File: src/rtl/dbus_issue.sv
// dbus_issue: M-stage data-bus initiator; issues one load/store, runs addr_ok/data_ok, stalls until done.
// Ports: clk/resetn (sync, active low); op_* memory op from M stage; dreq_* request bus
// {valid,addr,size,strobe,data}; dresp_* response {addr_ok,data_ok,data}; stall_m freezes F/D/E/M;
// done/rdata/raddr_lo hand the completed load to write-back; misalign flags rejected ops.
module dbus_issue #(
  parameter bit          ENABLE_TRANSLATE = 1'b1,
  parameter logic [31:0] PHYS_MASK        = 32'h1FFF_FFFF
) (
  input  logic        clk,
  input  logic        resetn,
  input  logic        op_valid,
  input  logic        op_load,
  input  logic        op_store,
  input  logic [1:0]  op_size,
  input  logic [31:0] op_addr,
  input  logic [31:0] op_wdata,
  output logic        dreq_valid,
  output logic [31:0] dreq_addr,
  output logic [1:0]  dreq_size,
  output logic [3:0]  dreq_strobe,
  output logic [31:0] dreq_data,
  input  logic        dresp_addr_ok,
  input  logic        dresp_data_ok,
  input  logic [31:0] dresp_data,
  output logic        stall_m,
  output logic        done,
  output logic [31:0] rdata,
  output logic [1:0]  raddr_lo,
  output logic        misalign
);
  typedef enum logic [1:0] {IDLE, REQ, WAIT} state_t;
  state_t      state_q, state_d;
  logic [31:0] addr_q, addr_d, data_q, data_d;
  logic [1:0]  size_q;
  logic [3:0]  strobe_q, strobe_d;
  logic        mem, bad, accept;
  always_comb begin
    mem      = op_valid & (op_load | op_store);
    bad      = (op_size == 2'd3) | (op_size == 2'd1 & op_addr[0]) | (op_size == 2'd2 & |op_addr[1:0]);
    accept   = (state_q == IDLE) & mem & ~bad;
    misalign = (state_q == IDLE) & mem & bad;
    // kseg0/kseg1 (top bits 2'b10) fold onto physical memory; mask keeps addr[1:0]
    addr_d   = (ENABLE_TRANSLATE && op_addr[31:30] == 2'b10) ? (op_addr & PHYS_MASK) : op_addr;
    strobe_d = !op_store ? 4'b0000 :
               op_size == 2'd0 ? 4'b0001 << op_addr[1:0] :
               op_size == 2'd1 ? (op_addr[1] ? 4'b1100 : 4'b0011) : 4'b1111;
    data_d   = op_size == 2'd0 ? {4{op_wdata[7:0]}} :
               op_size == 2'd1 ? {2{op_wdata[15:0]}} : op_wdata;
    done     = (state_q == REQ & dresp_addr_ok & dresp_data_ok) | (state_q == WAIT & dresp_data_ok);
    stall_m  = accept | ((state_q != IDLE) & ~done);
    rdata    = done ? dresp_data : 32'd0;
    raddr_lo = done ? addr_q[1:0] : 2'd0;
    dreq_valid  = state_q == REQ;
    dreq_addr   = dreq_valid ? addr_q : 32'd0;
    dreq_size   = dreq_valid ? size_q : 2'd0;
    dreq_strobe = dreq_valid ? strobe_q : 4'd0;
    dreq_data   = dreq_valid ? data_q : 32'd0;
    state_d  = state_q;
    case (state_q)
      IDLE:    state_d = accept ? REQ : IDLE;
      REQ:     state_d = dresp_addr_ok ? (dresp_data_ok ? IDLE : WAIT) : REQ;
      WAIT:    state_d = dresp_data_ok ? IDLE : WAIT;
      default: state_d = IDLE;
    endcase
  end
  always_ff @(posedge clk) begin
    if (!resetn) begin
      state_q  <= IDLE;
      addr_q   <= '0;
      size_q   <= '0;
      strobe_q <= '0;
      data_q   <= '0;
    end else begin
      state_q <= state_d;
      if (accept) begin
        addr_q   <= addr_d;
        size_q   <= op_size;
        strobe_q <= strobe_d;
        data_q   <= data_d;
      end
    end
  end
endmodule

File: config.mk
export PLATFORM = sky130hd
export DESIGN_NAME = dbus_issue
export DESIGN_NICKNAME = d
export VERILOG_FILES = /design/src/rtl/dbus_issue.sv
export SDC_FILE = /design/constraint.sdc
export NUM_CORES = 1
export LEC_CHECK = 0
export CAP_MARGIN = 20
export CORE_UTILIZATION = 39
export DETAILED_ROUTE_END_ITERATION = 16
export GPL_TIMING_DRIVEN = 0
export MAX_ROUTING_LAYER = met4
export PLACE_DENSITY = 0.81
export SLEW_MARGIN = 20
export SYNTH_ARGS = -nofsm -noshare
export SYNTH_HDL_FRONTEND = slang
export SYNTH_SLANG_ARGS = --single-unit
File: constraint.sdc
create_clock -name clk -period 1.6 [get_ports clk]
set_input_delay 0.24 -clock clk [delete_from_list [all_inputs] [get_ports clk]]
set_output_delay 0.24 -clock clk [all_outputs]
set_load 0.02 [all_outputs]
==> summary.txt, run 1 <==
Status
  • Run status: finished, violations left
  • Violated checks: negative setup slack

Logic synthesis
  • Number of synthesized flops with an enable pin: 0
  • Multiplexer area fraction after synthesis: 0.0689
  • Simple-gate area share of the yosys netlist: 0.367
  • Xor and xnor area share after synthesis: 0
  • Netlist cell types: 28
  • Area contributors post-synth: dfxtp_1 (38%), and2_1 (17%), o21ai_0 (9.9%)
  • Synth area leader: dfxtp_1
  • Post-Syn Area: 3780 µm²
  • Most common cell in the netlist: and2_1
  • Largest family of logic cells by synthesized area: simple AND/OR/NAND/NOR gates
  • Synth warn: 0
  • Sequential area share after synthesis: 0.382
  • Synth Register Bits: 72
  • Synth top cells by count: and2_1 (104), nand2_1 (75), o21ai_0 (75)
  • Post-synthesis adder-cell area fraction: 0
  • Avg Cell Area, Syn: 7.62 µm²
  • Yosys top cell area share: 0.382
  • Async S/R FF share, synth: 0
  • Syn Nets: 601
  • Post-synth top flop: dfxtp_1
  • Mapped Cells: 496
  • Complex-gate fraction of the synthesized area: 0.127

STA
  • F_max: 514 MHz
  • Post-Route Skew: 10.6 ps
  • Tmin final: 1950 ps
  • Worst slew pin tran: 536 ps
  • RSZ-0062 raised after global routing: yes
  • Slew Viols, Final: 0
  • Final Hold Viols: 0
  • Final WS setup: -347 ps
  • Period utilisation layout: 1.22
  • Relative slew slack: 0.642
  • Final setup fails: 107

Floorplan
  • Core Area: 9330 µm²
  • Std cell rows: 35
  • Die Wd: 100 µm
  • Ports: 213
  • Die area: 10100 µm²
  • Initial Util: 0.405
  • Die Height: 100 µm

Job
  • MaxCap Viol Count: 0

Worst setup path
  • Worst Path Max Fanout: 8
  • Critical Path Max Stage Delay: 370 ps
  • Worst Path Class, Setup: flip-flop to primary output
  • Family with the most delay on the worst path: simple AND/OR/NAND/NOR gates
  • Worst Setup End Kind: primary output
  • Data arrival, critical path: 1710 ps
  • Crit-path slowest cell: dfxtp_4
  • R2R depth: 6
  • Critical path launch point type: flip-flop
  • Reg2reg setup slack: 150 ps
  • WP depth: 7
  • Cell Chain, Critical Path: nor2b_4 -> a21oi_4 -> nor2b_4 -> buf_12 -> buf_6 -> and2_1 -> buf_6
  • Buf/Inv on CP: 3
  • CP required: 1360 ps

GRT
  • Initial antenna violation count: 0
  • First-pass GRT wire length: 20.8 mm
  • Largest net degree at the start of global routing: 12
  • Vias in the first global route: 4160
  • All-Layer GR Usage: 0.269
  • Grt total ovfl: 0

Route
  • Vias: 4503
  • Vias per inst: 5.11
  • WL final: 14.4 mm
  • DR WL met3: 972 µm
  • Met1 wire length: 6.00 mm
  • 1st-pass router iterations: 5
  • Highest metal used: met4
  • Post-DRT Antenna Nets: 0
  • 1st-iter DRT viols: 252
  • WL met2: 7.20 mm
  • Wire length per cell: 16.4 µm
  • Number of remaining DRC errors: 0

Clock network
  • CTS Buf Count: 9
  • H-Tree Depth: 3
  • Clock Sinks: 72
  • Clock transition at path regs: 80 ps
  • CTS tree: yes
  • Root Buffer: clkbuf_8
  • Hold-fix buffer count after cts: 0
  • Worst skew pair latency: 340 ps
  • Clk buf depth: 2

Final layout
  • Fillers: 683
  • Fin cells: 882
  • Diodes inserted: 0
  • Final instance area: 7090 µm²
  • Nets: 853
  • P&R area growth vs syn: 87.7%
  • Ratio of cells with drive above 1 in the final layout: 0.405

Place
  • DP Cell Count: 835
  • Gpl congestion: 0.882
  • Post-DP Area: 6070 µm²
  • Post-detail-place hpwl: 9.98 mm
  • DP Worst Slack: -1120 ps
  • Port bufs: 210

Pwr
  • Leak: 3.05 nW
  • Clk network pwr share: 0.334
  • Sequential power share: 0.439
  • Comb power frac: 0.227
  • Total internal power: 3.22 mW
  • Worst vdd ir: 0.351 mV
  • Switch share: 0.265
  • Net Sw Power: 1.16 mW
  • Cell Pwr Density: 618 nW/µm²

Min path
  • Hold/Removal Path Class: input port to flip-flop
  • Hold depth: 3
final timing paths:
path	to	from
worst max-delay path	rdata[24]	state_q[0]
worst min-delay path	addr_q[7]	resetn
worst max register to register	addr_q[12]	state_q[0]
worst min register to register	size_q[1]	size_q[1]
cell usage in the layout (no fill, tap or decap), types with 10 or more instances in the layout:
cell             instances
and2_1                  10
dfxtp_1                 70
buf_6                  120
nand2_1                 75
mux2_2                  16
buf_8                   12
buf_4                   15
nand3_1                 71
clkdlybuf4s50_1         99
clkbuf_8                11
and2_4                  94
clkbuf_1                18
o21ai_0                 74
flip-flops by register name, summed over array words and instances (netlist names):
name,count
addr_q,32
data_q,32
state_q,2
size_q,2
strobe_q,4
stage by stage:
stage | total power [mW] | TNS [ps] | hold WS (ps) | util
after detailed placement | 2.77 | -92660 | 456 | 0.651
after global routing | 4.56 | -33770 | 351 | 0.760
final | 4.38 | -29360 | 317 | 0.760
after CTS | 4.25 | -28550 | 308 | 0.684
after floorplan | 2.32 | -39.7 | 316 | -
after global placement | 2.75 | -88480 | 447 | 0.651
worst min-delay path, delay by kind of cell:
| family | cells | cell delay [ps] |
|---|---|---|
| buffers and inverters | 1 | 190 |
| AO/OA/AOI/OAI | 1 | 60 |
| AND/OR/NAND/NOR | 1 | 120 |
per-layer routing:
metal | up-vias | track usage
li1 | 2161 | -
met1 | 2113 | 0.333
met2 | 198 | 0.443
met3 | 31 | 0.0460
met4 | 0 | 0.0936
met5 | - | -
timing repair:
| item | 4_1_cts | 5_1_grt |
|---|---|---|
| pin swaps | 13 | 46 |
| resized for setup | 472 | 355 |
| cloned | 3 | 3 |
| endpoints found under the setup margin | 179 | 167 |
| setup buffers | 9 | 18 |
power by group through the flow:
stage                     clock network, mW  logic [mW]  registers [mW]
after detailed placement                  0       0.811            1.96
after global routing                   1.56        1.06            1.94
after global placement                    0       0.798            1.95
after floorplan                           0       0.376            1.95
final                                  1.46       0.995            1.93
after CTS                              1.48       0.857            1.92
final cells by class:
class                      count  area, µm²  share of cell area
clock inverter                 3       40.0             0.00565
timing repair buffer         242       2560               0.361
sequential                    72       1450               0.204
inverter                       2       7.51             0.00106
buffer                        45        324              0.0457
clock buffer                  13        159              0.0224
multi-input combinational    376       2390               0.337
tap                          129        161              0.0228
cell families after synthesis:
logic type / after synthesis
compound gates: 87
buf+inv: 48
flops: 72
mux: 24
simple gates: 265
(Power assumes the default switching activity.)
==> run 2, diff against run 1 <==
--- a/config.mk
+++ b/config.mk
@@ -5,8 +5,9 @@
 export SDC_FILE = /design/constraint.sdc
 export NUM_CORES = 1
 export LEC_CHECK = 0
+export ABC_AREA = 1
 export CAP_MARGIN = 20
-export CORE_UTILIZATION = 39
+export CORE_UTILIZATION = 40
 export DETAILED_ROUTE_END_ITERATION = 16
 export GPL_TIMING_DRIVEN = 0
 export MAX_ROUTING_LAYER = met4
==> run 2 against run 1 <==
The flow still finishes with violations (negative setup slack). Via count grew 23%. Synthesized cell count grew 45%. Clock skew grew 1.5 ps. Critical path depth shrank 1. Sequential share of layout area shrank 2.2 points. Clock power grew 16%.
==> summary.txt, run 2 <==
Worst setup path
  • Data arrival, critical path: 1680 ps (was 1710 ps)
  • Worst Path Class, Setup: flip-flop to primary output (unchanged)
  • Crit-path slowest cell: dfxtp_4 (unchanged)
  • CP Launch Point: state_q[0] (unchanged)
  • CP endpoint: rdata[24] (unchanged)
  • Worst Path Max Fanout: 5 (was 8)
  • Worst Setup End Kind: primary output (unchanged)
  • R2r endpoint: addr_q[30] (was addr_q[12])
  • Reg2reg setup slack: -100 ps (was 150 ps)
  • Worst R2R Start: state_q[0] (unchanged)
  • Critical path launch point type: flip-flop (unchanged)
  • Cell Chain, Critical Path: inv_4 -> o21bai_4 -> nand3_4 -> clkbuf_16 -> nor2_4 -> buf_6 (was nor2b_4 -> a21oi_4 -> nor2b_4 -> buf_12 -> buf_6 -> and2_1 -> buf_6)
  • Critical Path Max Stage Delay: 390 ps (was 370 ps)
  • R2R depth: 8 (was 6)
  • CP required: 1360 ps (about the same)

Final layout
  • Ratio of cells with drive above 1 in the final layout: 0.307 (was 0.405)
  • Largest registers: addr_q x32, data_q x32, strobe_q x4 (unchanged)
  • Nets: 1071 (was 853)
  • P&R area growth vs syn: 93.2% (was 87.7%)
  • Fillers: 615 (was 683)
  • Most common cell after layout, fill and taps aside: nor2_1 (was buf_6)
  • Final instance area: 7940 µm² (was 7090 µm²)
  • Most frequent cells in the layout: nor2_1 (151), nand2_1 (136), inv_1 (115) (was buf_6 (120), clkdlybuf4s50_1 (99), and2_4 (94))
  • Diodes inserted: 0 (unchanged)

Route
  • Post-DRT Antenna Nets: 0 (unchanged)
  • Vias per inst: 5.03 (was 5.11)
  • Wire length per cell: 16.6 µm (was 16.4 µm)
  • 1st-pass router iterations: 6 (was 5)
  • WL final: 18.3 mm (was 14.4 mm)
  • Number of remaining DRC errors: 0 (unchanged)
  • Vias: 5551 (was 4503)
  • 1st-iter DRT viols: 273 (was 252)

Pwr
  • Cell Pwr Density: 650 nW/µm² (was 618 nW/µm²)
  • Leak: 3.51 nW (was 3.05 nW)
  • Worst vdd ir: 0.513 mV (was 0.351 mV)

STA
  • Setup TNS: -22010 ps (was -29360 ps)
  • Slew Viols, Final: 0 (unchanged)
  • Final Hold Viols: 0 (unchanged)
  • Post-Route Skew: 12.1 ps (was 10.6 ps)
  • Tmin final: 1920 ps (was 1950 ps)
  • Period utilisation layout: 1.20 (was 1.22)
  • Final WS setup: -321 ps (was -347 ps)
  • Relative slew slack: 0.617 (was 0.642)
  • Final setup fails: 117 (was 107)
  • Worst slew pin tran: 575 ps (was 536 ps)
  • F_max: 521 MHz (was 514 MHz)
  • RSZ-0062 raised after global routing: yes (unchanged)

GRT
  • Grt total ovfl: 0 (unchanged)
  • Largest net degree at the start of global routing: 14 (was 12)
  • Initial antenna violation count: 0 (unchanged)
  • First-pass GRT wire length: 22.4 mm (was 20.8 mm)
  • All-Layer GR Usage: 0.286 (was 0.269)
  • Vias in the first global route: 4567 (was 4160)

Min path
  • Hold/Removal Path Class: input port to flip-flop (unchanged)

Place
  • DP Worst Slack: -1070 ps (was -1120 ps)
  • Post-DP Area: 6380 µm² (was 6070 µm²)
  • Post-detail-place hpwl: 10.6 mm (was 9.98 mm)
  • Port bufs: 210 (unchanged)
  • Gpl congestion: 0.914 (was 0.882)

Clock network
  • Clk buf depth: 2 (unchanged)
  • Clock transition at path regs: 90 ps (was 80 ps)
  • Worst skew pair latency: 360 ps (was 340 ps)
  • Clock Sinks: 72 (unchanged)
  • CTS tree: yes (unchanged)
  • Root Buffer: clkbuf_8 (unchanged)
  • CTS Buf Count: 9 (unchanged)
  • Hold-fix buffer count after cts: 0 (unchanged)
  • H-Tree Depth: 3 (unchanged)

Floorplan
  • Ports: 213 (unchanged)
  • Die Height: 103 µm (was 100 µm)
  • Std cell rows: 36 (was 35)
  • Die area: 10700 µm² (was 10100 µm²)
  • Initial Util: 0.417 (was 0.405)
  • Die Wd: 103 µm (was 100 µm)
  • Core Area: 9860 µm² (was 9330 µm²)

Logic synthesis
  • Async S/R FF share, synth: 0 (unchanged)
  • Synth warn: 0 (unchanged)
  • Mapped Cells: 720 (was 496)
  • Netlist cell types: 17 (was 28)
  • Most common cell in the netlist: nor2_1 (was and2_1)
  • Syn Nets: 825 (was 601)
  • Synth area leader: dfxtp_1 (unchanged)
  • Post-synth top flop: dfxtp_1 (unchanged)
  • Avg Cell Area, Syn: 5.71 µm² (was 7.62 µm²)
  • Yosys top cell area share: 0.351 (was 0.382)
  • Sequential area share after synthesis: 0.351 (was 0.382)
  • Synth top cells by count: nor2_1 (249), nand2_1 (138), inv_1 (119) (was and2_1 (104), nand2_1 (75), o21ai_0 (75))
  • Area contributors post-synth: dfxtp_1 (35%), nor2_1 (23%), nand2_1 (13%) (was dfxtp_1 (38%), and2_1 (17%), o21ai_0 (9.9%))
  • Post-Syn Area: 4110 µm² (was 3780 µm²)
  • Synth Register Bits: 72 (unchanged)
  • Number of synthesized flops with an enable pin: 0 (unchanged)

Status
  • Run status: finished, violations left (unchanged)
  • Violated checks: negative setup slack (unchanged)

Job
  • MaxCap Viol Count: 0 (unchanged)
## run 2: where the power goes
| group | switching [mW] | leakage [nW] | internal [mW] |
|---|---|---|---|
| logic | 0.830 | 2.81 | 0.660 |
| clock network | 0.769 | 0.105 | 0.926 |
| registers | 0.0592 | 0.592 | 1.92 |
| total | 1.66 | 3.51 | 3.50 |
## run 2: worst min-delay path by stage
stage                  start    endpoint  slack (ps)  depth (start not counted)
4_1_cts               resetn   data_q[4]         310                          3
5_1_grt               resetn   addr_q[1]         350                          3
2_1_floorplan  dresp_data_ok  state_q[1]         320                          1
3_5_place_dp       size_q[0]   size_q[0]         460                          2
3_3_place_gp       data_q[7]   data_q[7]         450                          2
6_report              resetn   size_q[1]         320                          3
## run 2: cells by family (layout without fill, tap and decap cells)
logic type             Yosys count  count (layout)  synth area share
DFF                             72              72             0.351
AOI/OAI and AO/OA               22              22            0.0274
and+or+nand+nor                461             462             0.462
buffers and inverters          165             415             0.160
## run 2: area by class of cell
cell class,count,area (µm²),area share
Timing Repair Buffer,233,2460,0.310
Multi-Input combinational cell,484,2760,0.347
Tap cell,133,166,0.0210
Inverter,122,468,0.0589
Sequential cell,72,1450,0.182
Timing Repair inverter,1,11.3,0.00142
Buffer,43,398,0.0501
Clock buffer,10,138,0.0173
Clock inverter,6,91.3,0.0115
## run 2: routing by layer
layer,up-vias,share of wire,global-route usage
li1,2602,-,-
met1,2574,0.35,0.330
met2,303,0.51,0.505
met3,72,0.097,0.0598
met4,0,0.041,0.0726
met5,-,0,-
## run 2: metrics by stage
step	cells	total power, mW	hold slack (ps)	util
6_report	1104	5.16	316	0.805
5_1_grt	1104	5.35	348	0.805
4_1_cts	1092	4.84	306	0.690
3_5_place_dp	1063	3.11	462	0.647
3_3_place_gp	1063	3.09	451	0.647
2_1_floorplan	720	2.61	317	-
## run 2: timing repair
action | 4_1_cts | 5_1_grt
cloned | 5 | 6
buffers inserted | 8 | 6
gates resized for setup | 624 | 315
pin swaps | 5 | 5
hold endpoints to repair | 0 | 0
setup endpoints to repair | 155 | 118
## run 2: worst max-delay path: cells and delay by family, from the launching register on
kind	cells	cell delay, ps
simple gates	2	290
compound gates	1	230
buf+inv	3	410
flops	1	390
